### src/rtl/core_clk_rst_sequencer_if.sv
// Handshake bundle between the config-register side and the core clock/reset
// sequencer. The master drives the request and idle inputs; the sequencer
// (slave) drives the clock-enable and reset outputs toward the gating cell.
interface core_clk_rst_sequencer_if;
  logic en_req_i;
  logic force_off_i;
  logic core_idle_i;
  logic clk_core_en_o;
  logic rst_n_core_o;
  logic active_o;
  logic busy_o;

  modport master (
    output en_req_i, force_off_i, core_idle_i,
    input  clk_core_en_o, rst_n_core_o, active_o, busy_o
  );

  modport slave (
    input  en_req_i, force_off_i, core_idle_i,
    output clk_core_en_o, rst_n_core_o, active_o, busy_o
  );
endinterface

### src/rtl/core_clk_rst_sequencer.sv
// Clock-enable / reset sequencer for one compute core. A single FSM orders
// power-up (clock on, then reset released) and power-down (drain until idle,
// reset asserted, then clock off) so the gated clock never toggles into a
// running core and reset is always applied with the clock running.
module core_clk_rst_sequencer #(
  parameter int RST_CYCLES  = 4,
  parameter int IDLE_CYCLES = 2
) (
  input  logic                            clk_i,
  input  logic                            rst_ni,
  core_clk_rst_sequencer_if.slave         bus
);

  localparam int CNT_MAX = (RST_CYCLES > IDLE_CYCLES) ? RST_CYCLES : IDLE_CYCLES;
  localparam int CNT_W   = $clog2(CNT_MAX + 1);

  localparam logic [CNT_W-1:0] RST_LAST  = CNT_W'(RST_CYCLES - 1);
  localparam logic [CNT_W-1:0] IDLE_LAST = CNT_W'(IDLE_CYCLES - 1);

  typedef enum logic [2:0] {
    ST_OFF,
    ST_PWRUP,
    ST_RUN,
    ST_DRAIN,
    ST_PWRDN
  } state_t;

  typedef struct packed {
    logic clk_en;
    logic rst_n;
    logic active;
    logic busy;
  } outs_t;

  localparam outs_t OUTS_OFF = '{clk_en: 1'b0, rst_n: 1'b0, active: 1'b0, busy: 1'b0};

  state_t           state_q, state_d;
  logic [CNT_W-1:0] cnt_q, cnt_d;
  outs_t            outs_q, outs_d;

  // Next-state, counter and output decode for the sequencer FSM.
  always_comb begin
    // NOTE: every variable gets a default before the case so no path can
    // leave it unassigned and infer a latch.
    state_d = state_q;
    cnt_d   = cnt_q;
    outs_d  = OUTS_OFF;

    unique case (state_q)
      ST_OFF: begin
        // A stray force_off while off keeps the core off.
        if (!bus.force_off_i && bus.en_req_i) state_d = ST_PWRUP;
      end

      ST_PWRUP: begin
        // Reset is already held low here, so aborting goes straight to PWRDN
        // which finishes the reset window before the clock is removed.
        if (bus.force_off_i)      state_d = ST_PWRDN;
        else if (cnt_q == RST_LAST) state_d = ST_RUN;
        else if (!bus.en_req_i)   state_d = ST_PWRDN;
        else                      cnt_d   = cnt_q + CNT_W'(1);
      end

      ST_RUN: begin
        if (bus.force_off_i)    state_d = ST_PWRDN;
        else if (!bus.en_req_i) state_d = ST_DRAIN;
      end

      ST_DRAIN: begin
        // The idle run must be consecutive: any busy cycle restarts it.
        if (bus.force_off_i)                          state_d = ST_PWRDN;
        else if (bus.core_idle_i && cnt_q == IDLE_LAST) state_d = ST_PWRDN;
        else if (bus.en_req_i)                        state_d = ST_RUN;
        else if (bus.core_idle_i)                     cnt_d   = cnt_q + CNT_W'(1);
        else                                          cnt_d   = '0;
      end

      ST_PWRDN: begin
        // Requests are ignored: the reset window always completes.
        if (cnt_q == RST_LAST) state_d = ST_OFF;
        else                   cnt_d   = cnt_q + CNT_W'(1);
      end

      default: state_d = ST_OFF;
    endcase

    // Every state entry starts the counter from zero.
    if (state_d != state_q) cnt_d = '0;

    // Outputs are decoded from the state being entered so that, once
    // registered, they line up exactly with the state register.
    unique case (state_d)
      ST_PWRUP: outs_d = '{clk_en: 1'b1, rst_n: 1'b0, active: 1'b0, busy: 1'b1};
      ST_RUN:   outs_d = '{clk_en: 1'b1, rst_n: 1'b1, active: 1'b1, busy: 1'b0};
      ST_DRAIN: outs_d = '{clk_en: 1'b1, rst_n: 1'b1, active: 1'b0, busy: 1'b1};
      ST_PWRDN: outs_d = '{clk_en: 1'b1, rst_n: 1'b0, active: 1'b0, busy: 1'b1};
      default:  outs_d = OUTS_OFF;
    endcase
  end

  // State, counter and registered outputs; async reset forces OFF values.
  always_ff @(posedge clk_i or negedge rst_ni) begin
    // NOTE: sequential state uses non-blocking assignments so every register
    // samples the pre-edge values regardless of statement order.
    if (!rst_ni) begin
      state_q <= ST_OFF;
      cnt_q   <= '0;
      outs_q  <= OUTS_OFF;
    end else begin
      state_q <= state_d;
      cnt_q   <= cnt_d;
      outs_q  <= outs_d;
    end
  end

  assign bus.clk_core_en_o = outs_q.clk_en;
  assign bus.rst_n_core_o  = outs_q.rst_n;
  assign bus.active_o      = outs_q.active;
  assign bus.busy_o        = outs_q.busy;

endmodule
### src/flat_wrapper.sv
// flat-port wrapper written by rule: the top's interface ports become plain ports
module core_clk_rst_sequencer_flat 
#(
  parameter int RST_CYCLES  = 4,
  parameter int IDLE_CYCLES = 2
)
  (clk_i, rst_ni, bus_en_req_i, bus_force_off_i, bus_core_idle_i, bus_clk_core_en_o, bus_rst_n_core_o, bus_active_o, bus_busy_o);
  core_clk_rst_sequencer_if bus_i ();
  input  logic clk_i;
  input  logic rst_ni;
  input wire logic [$bits(bus_i.en_req_i)-1:0] bus_en_req_i;
  input wire logic [$bits(bus_i.force_off_i)-1:0] bus_force_off_i;
  input wire logic [$bits(bus_i.core_idle_i)-1:0] bus_core_idle_i;
  output wire logic [$bits(bus_i.clk_core_en_o)-1:0] bus_clk_core_en_o;
  output wire logic [$bits(bus_i.rst_n_core_o)-1:0] bus_rst_n_core_o;
  output wire logic [$bits(bus_i.active_o)-1:0] bus_active_o;
  output wire logic [$bits(bus_i.busy_o)-1:0] bus_busy_o;
  assign bus_i.en_req_i = bus_en_req_i;
  assign bus_i.force_off_i = bus_force_off_i;
  assign bus_i.core_idle_i = bus_core_idle_i;
  assign bus_clk_core_en_o = bus_i.clk_core_en_o;
  assign bus_rst_n_core_o = bus_i.rst_n_core_o;
  assign bus_active_o = bus_i.active_o;
  assign bus_busy_o = bus_i.busy_o;
  core_clk_rst_sequencer #(.RST_CYCLES(RST_CYCLES), .IDLE_CYCLES(IDLE_CYCLES)) u_core (.clk_i(clk_i), .rst_ni(rst_ni), .bus(bus_i));
endmodule
### config.mk
export PLATFORM = sky130hd
export DESIGN_NAME = core_clk_rst_sequencer_flat
export DESIGN_NICKNAME = d
export VERILOG_FILES = /design/src/rtl/core_clk_rst_sequencer_if.sv /design/src/rtl/core_clk_rst_sequencer.sv /design/src/flat_wrapper.sv
export SDC_FILE = /design/constraint.sdc
export NUM_CORES = 1
export LEC_CHECK = 0
export CELL_PAD_IN_SITES_DETAIL_PLACEMENT = 1
export CELL_PAD_IN_SITES_GLOBAL_PLACEMENT = 1
export CORE_MARGIN = 2
export CORE_UTILIZATION = 35
export CTS_CLUSTER_SIZE = 8
export DETAILED_ROUTE_END_ITERATION = 12
export PLACE_DENSITY = 0.73
export SYNTH_ARGS = -nofsm -noshare
export SYNTH_HDL_FRONTEND = slang
export SYNTH_SLANG_ARGS = --single-unit
### constraint.sdc
create_clock -name clk_i -period 1.71 [get_ports clk_i]
set_input_delay 0.171 -clock clk_i [delete_from_list [all_inputs] [get_ports clk_i]]
set_output_delay 0.171 -clock clk_i [all_outputs]
set_load 0.01 [all_outputs]
==> metrics.txt <==
status finished, violations left; failing checks setup timing; Port-buffer cells 8; DRT iter0 DRCs 6; Setup-failing EPs final 4; NumNets Final 95; die footprint 0.00232 mm^2; clk sinks 10; clk_lat worst skew roughly 260 ps; xor/xnor share of the synthesized area 0.0128; most frequent cells in the layout dfrtp_1 (9), clkdlybuf4s50_1 (8), buf_4 (8), nor3_1 (4), ha_4 (4); peak supply drop 0.696 mV; detailed-placement wirelength estimate between 1 and 1.5 mm; synthesized-area fraction occupied by and/or/nand/nor cells 0.242; relative slew slack 0.674; CP Capture Type register; Top cell by count, worst path ha_4; Starting Density 0.382; Slowest cell on crit path dfrtp_1; antenna cells 0; Pre-Repair DR Iteration Count 4; fin crit period 1810 ps; final antenna-violating net count 0; Startpoint Class register; Lkg Pwr 0.399 nW; FMAX roughly 550 MHz; largest family of logic cells by synthesized area simple AND/OR/NAND/NOR gates; Final WS setup -103 ps; PD cells between 1000 and 1500 mW/mm^2; Internal 0.702 mW; post-synthesis register bit count 10; DRC violations left 0; max-slew violation count 0; final wirelength 2.01 mm; worst r2r src u_core.cnt_q[0]$_DFFE_PN0P_; I/O pins 9; Synthesized Nets 75; Reg power frac 0.338; antenna violations before repair 0; layout cells sized above 1 0.400; Ys Warns 0; clock tree from TritonCTS yes; path type of the worst min-delay path primary input to asynchronous set/reset pin; CTS Buf Count 3; routed vias between 500 and 600; global-route wire length before repair 3.10 mm; Hold Fails Final Rpt 0; Setup crit start u_core.cnt_q[0]$_DFFE_PN0P_; core area between 0.0015 and 0.002 mm^2; Post-Syn Area per Cell around 10 um^2; P&R area growth vs syn 41.8%; Post-Synth Adder-Cell Area 0.0734; sequential area share after synthesis 0.367; post-synthesis cell count between 60 and 70; mapped cell area between 600 and 700 um^2; Max stage delay on crit path between 400 and 500 ps; CP cell instances ha_4 > ha_4 > nor2_4 > a32o_1 > or2_4 > or3_1; Net Sw Power 0.411 mW; Setup CP Type register to register; Die W around 48 um; multiplexer area fraction after synthesis 0.0312; Clock power frac 0.199; sw frac 0.369; max-cap viol count 0; largest net degree at the start of global routing 12; Combinational Power Share 0.463; Root Buffer clkbuf_4; H-tree depth 1; aggregate global-route resource usage 0.199; vias in the first global route about 640; Clock Tree Buf Depth 2; Worst EP arrival 1950 ps; Inst Count DP a little over 100; Distinct cells, synth 39; Layout fillers 197; GR Overflow Total 0; Core Rows 15; Synth Area in Compound Gates 0.202; RSZ-0062 raised after global routing true; non-filler cells in the finished layout 110; skew final 1.54 ps; Die H a little under 50 um; fin crit share 1.06; Critical Path RT approximately 1900 ps; drt via density about 5.3; GP Congestion just under 0.8; commonest non-fill, non-tap cell in the layout dfrtp_1; Slew @ Worst Pin about 490 ps; Layout Utilization 0.542; crit path max fanout 4; DR WL/cell between 15 and 20 um; Worst-path clk slew ~80 ps
==> power by group through the flow <==
stage | logic (mW) | clock network [mW] | registers [mW]
floorplan | 0.278 | 0 | 0.338
global placement | 0.390 | 0 | 0.358
detailed placement | 0.401 | 0 | 0.362
CTS | 0.482 | 0.225 | 0.373
global route | 0.553 | 0.238 | 0.382
finish | 0.516 | 0.222 | 0.376
==> critical path: cells and delay by family (launching register included) <==
family,cells,cell delay [ps]
AND/OR/NAND/NOR,3,680
flip-flops,1,420
adder cells (fa/ha/maj),2,350
AO/OA/AOI/OAI,1,240
==> cell type report <==
cell class / count / area [um^2] / share of cell area
Inverter: 5 / 21.3 / 0.0220
Multi-Input combinational cell: 48 / 464 / 0.480
Clock buffer: 4 / 36.3 / 0.0375
Sequential cell: 10 / 251 / 0.260
Tap cell: 25 / 31.3 / 0.0323
Timing Repair Buffer: 18 / 163 / 0.168
==> stage by stage <==
step / setup TNS (ps) / hold WS (ps) / area (um^2) / power (mW) / worst slack (ps)
2_1_floorplan: 0 / -125 / 682 / 0.616 / 22.2
3_3_place_gp: -313 / 514 / 808 / 0.748 / -96.9
3_5_place_dp: -383 / 530 / 808 / 0.763 / -117
4_1_cts: -16.4 / 237 / 942 / 1.08 / -16.4
5_1_grt: -376 / 248 / 967 / 1.17 / -125
6_report: -174 / 230 / 967 / 1.11 / -103
==> logic make-up after synthesis <==
family	count (synthesis)
fa+ha+maj	4
flops	10
compound gates	17
xor+xnor	1
buf+inv	8
simple gates	24
mux	2
==> worst paths after layout <==
check	to	slack [ps]	cells past startpoint
setup / recovery	u_core.bus.clk_core_en_o$_DFF_PN0_	-100	6
min in group clk_i	u_core.bus.rst_n_core_o$_DFF_PN0_	670	3
hold / removal	u_core.state_q[1]$_DFF_PN0_	230	1
max in group asynchronous	u_core.state_q[0]$_DFF_PN0_	1120	1
setup reg to reg	u_core.bus.clk_core_en_o$_DFF_PN0_	-100	6
hold reg to reg	u_core.state_q[0]$_DFF_PN0_	680	1
==> state kept, by name (all words and copies together) (netlist names) <==
| register | count |
|---|---|
| u_core.cnt_q | 3 |
| u_core.state_q | 3 |
| u_core.bus.active_o | 1 |
| u_core.bus.busy_o | 1 |
| u_core.bus.clk_core_en_o | 1 |
| u_core.bus.rst_n_core_o | 1 |
==> what timing repair did <==
| item | in CTS | in global routing |
|---|---|---|
| pin swaps | 8 | 8 |
| hold buffers | 0 | 0 |
| setup buffers | 2 | 2 |
| endpoints found under the setup margin | 4 | 5 |
| hold endpoints to repair | 0 | 0 |
| resized for setup | 18 | 4 |
| gates cloned | 0 | 0 |
==> synth_stat cells (all sizes together) <==
master,n,area (um^2)
mux2i,1,10.0
nor3b,1,7.51
or2,2,15.0
a32o,1,10.0
buf,2,22.5
o21ai,2,13.8
nand2b,1,6.26
nand4b,1,8.76
a21oi,2,10.0
nand4,1,12.5
nor2b,2,12.5
a211o,3,27.5
nand3,3,15.0
nand3b,1,7.51
ha,4,50.1
a22oi,1,7.51
or3,1,6.26
o21bai,1,7.51
a21boi,2,15.0
xnor2,1,8.76
o22a,1,8.76
dfrtp,10,250
a221o,1,10.0
a211oi,3,27.5
and3b,1,8.76
clkbuf,1,7.51
nor2,2,17.5
inv,5,18.8
and4bb,1,12.5
nor3,4,20.0
nand2,2,7.51
mux2,1,11.3
and2b,1,7.51
==> routing by layer <==
metal | up-vias | global-route usage | wire, um
met5 | - | 0 | 0
met4 | 0 | 0.0486 | 12
met3 | 2 | 0.0333 | 40
met2 | 9 | 0.347 | 1040
met1 | 294 | 0.255 | 912
li1 | 280 | - | -
Power figures use the tool's default switching activity.
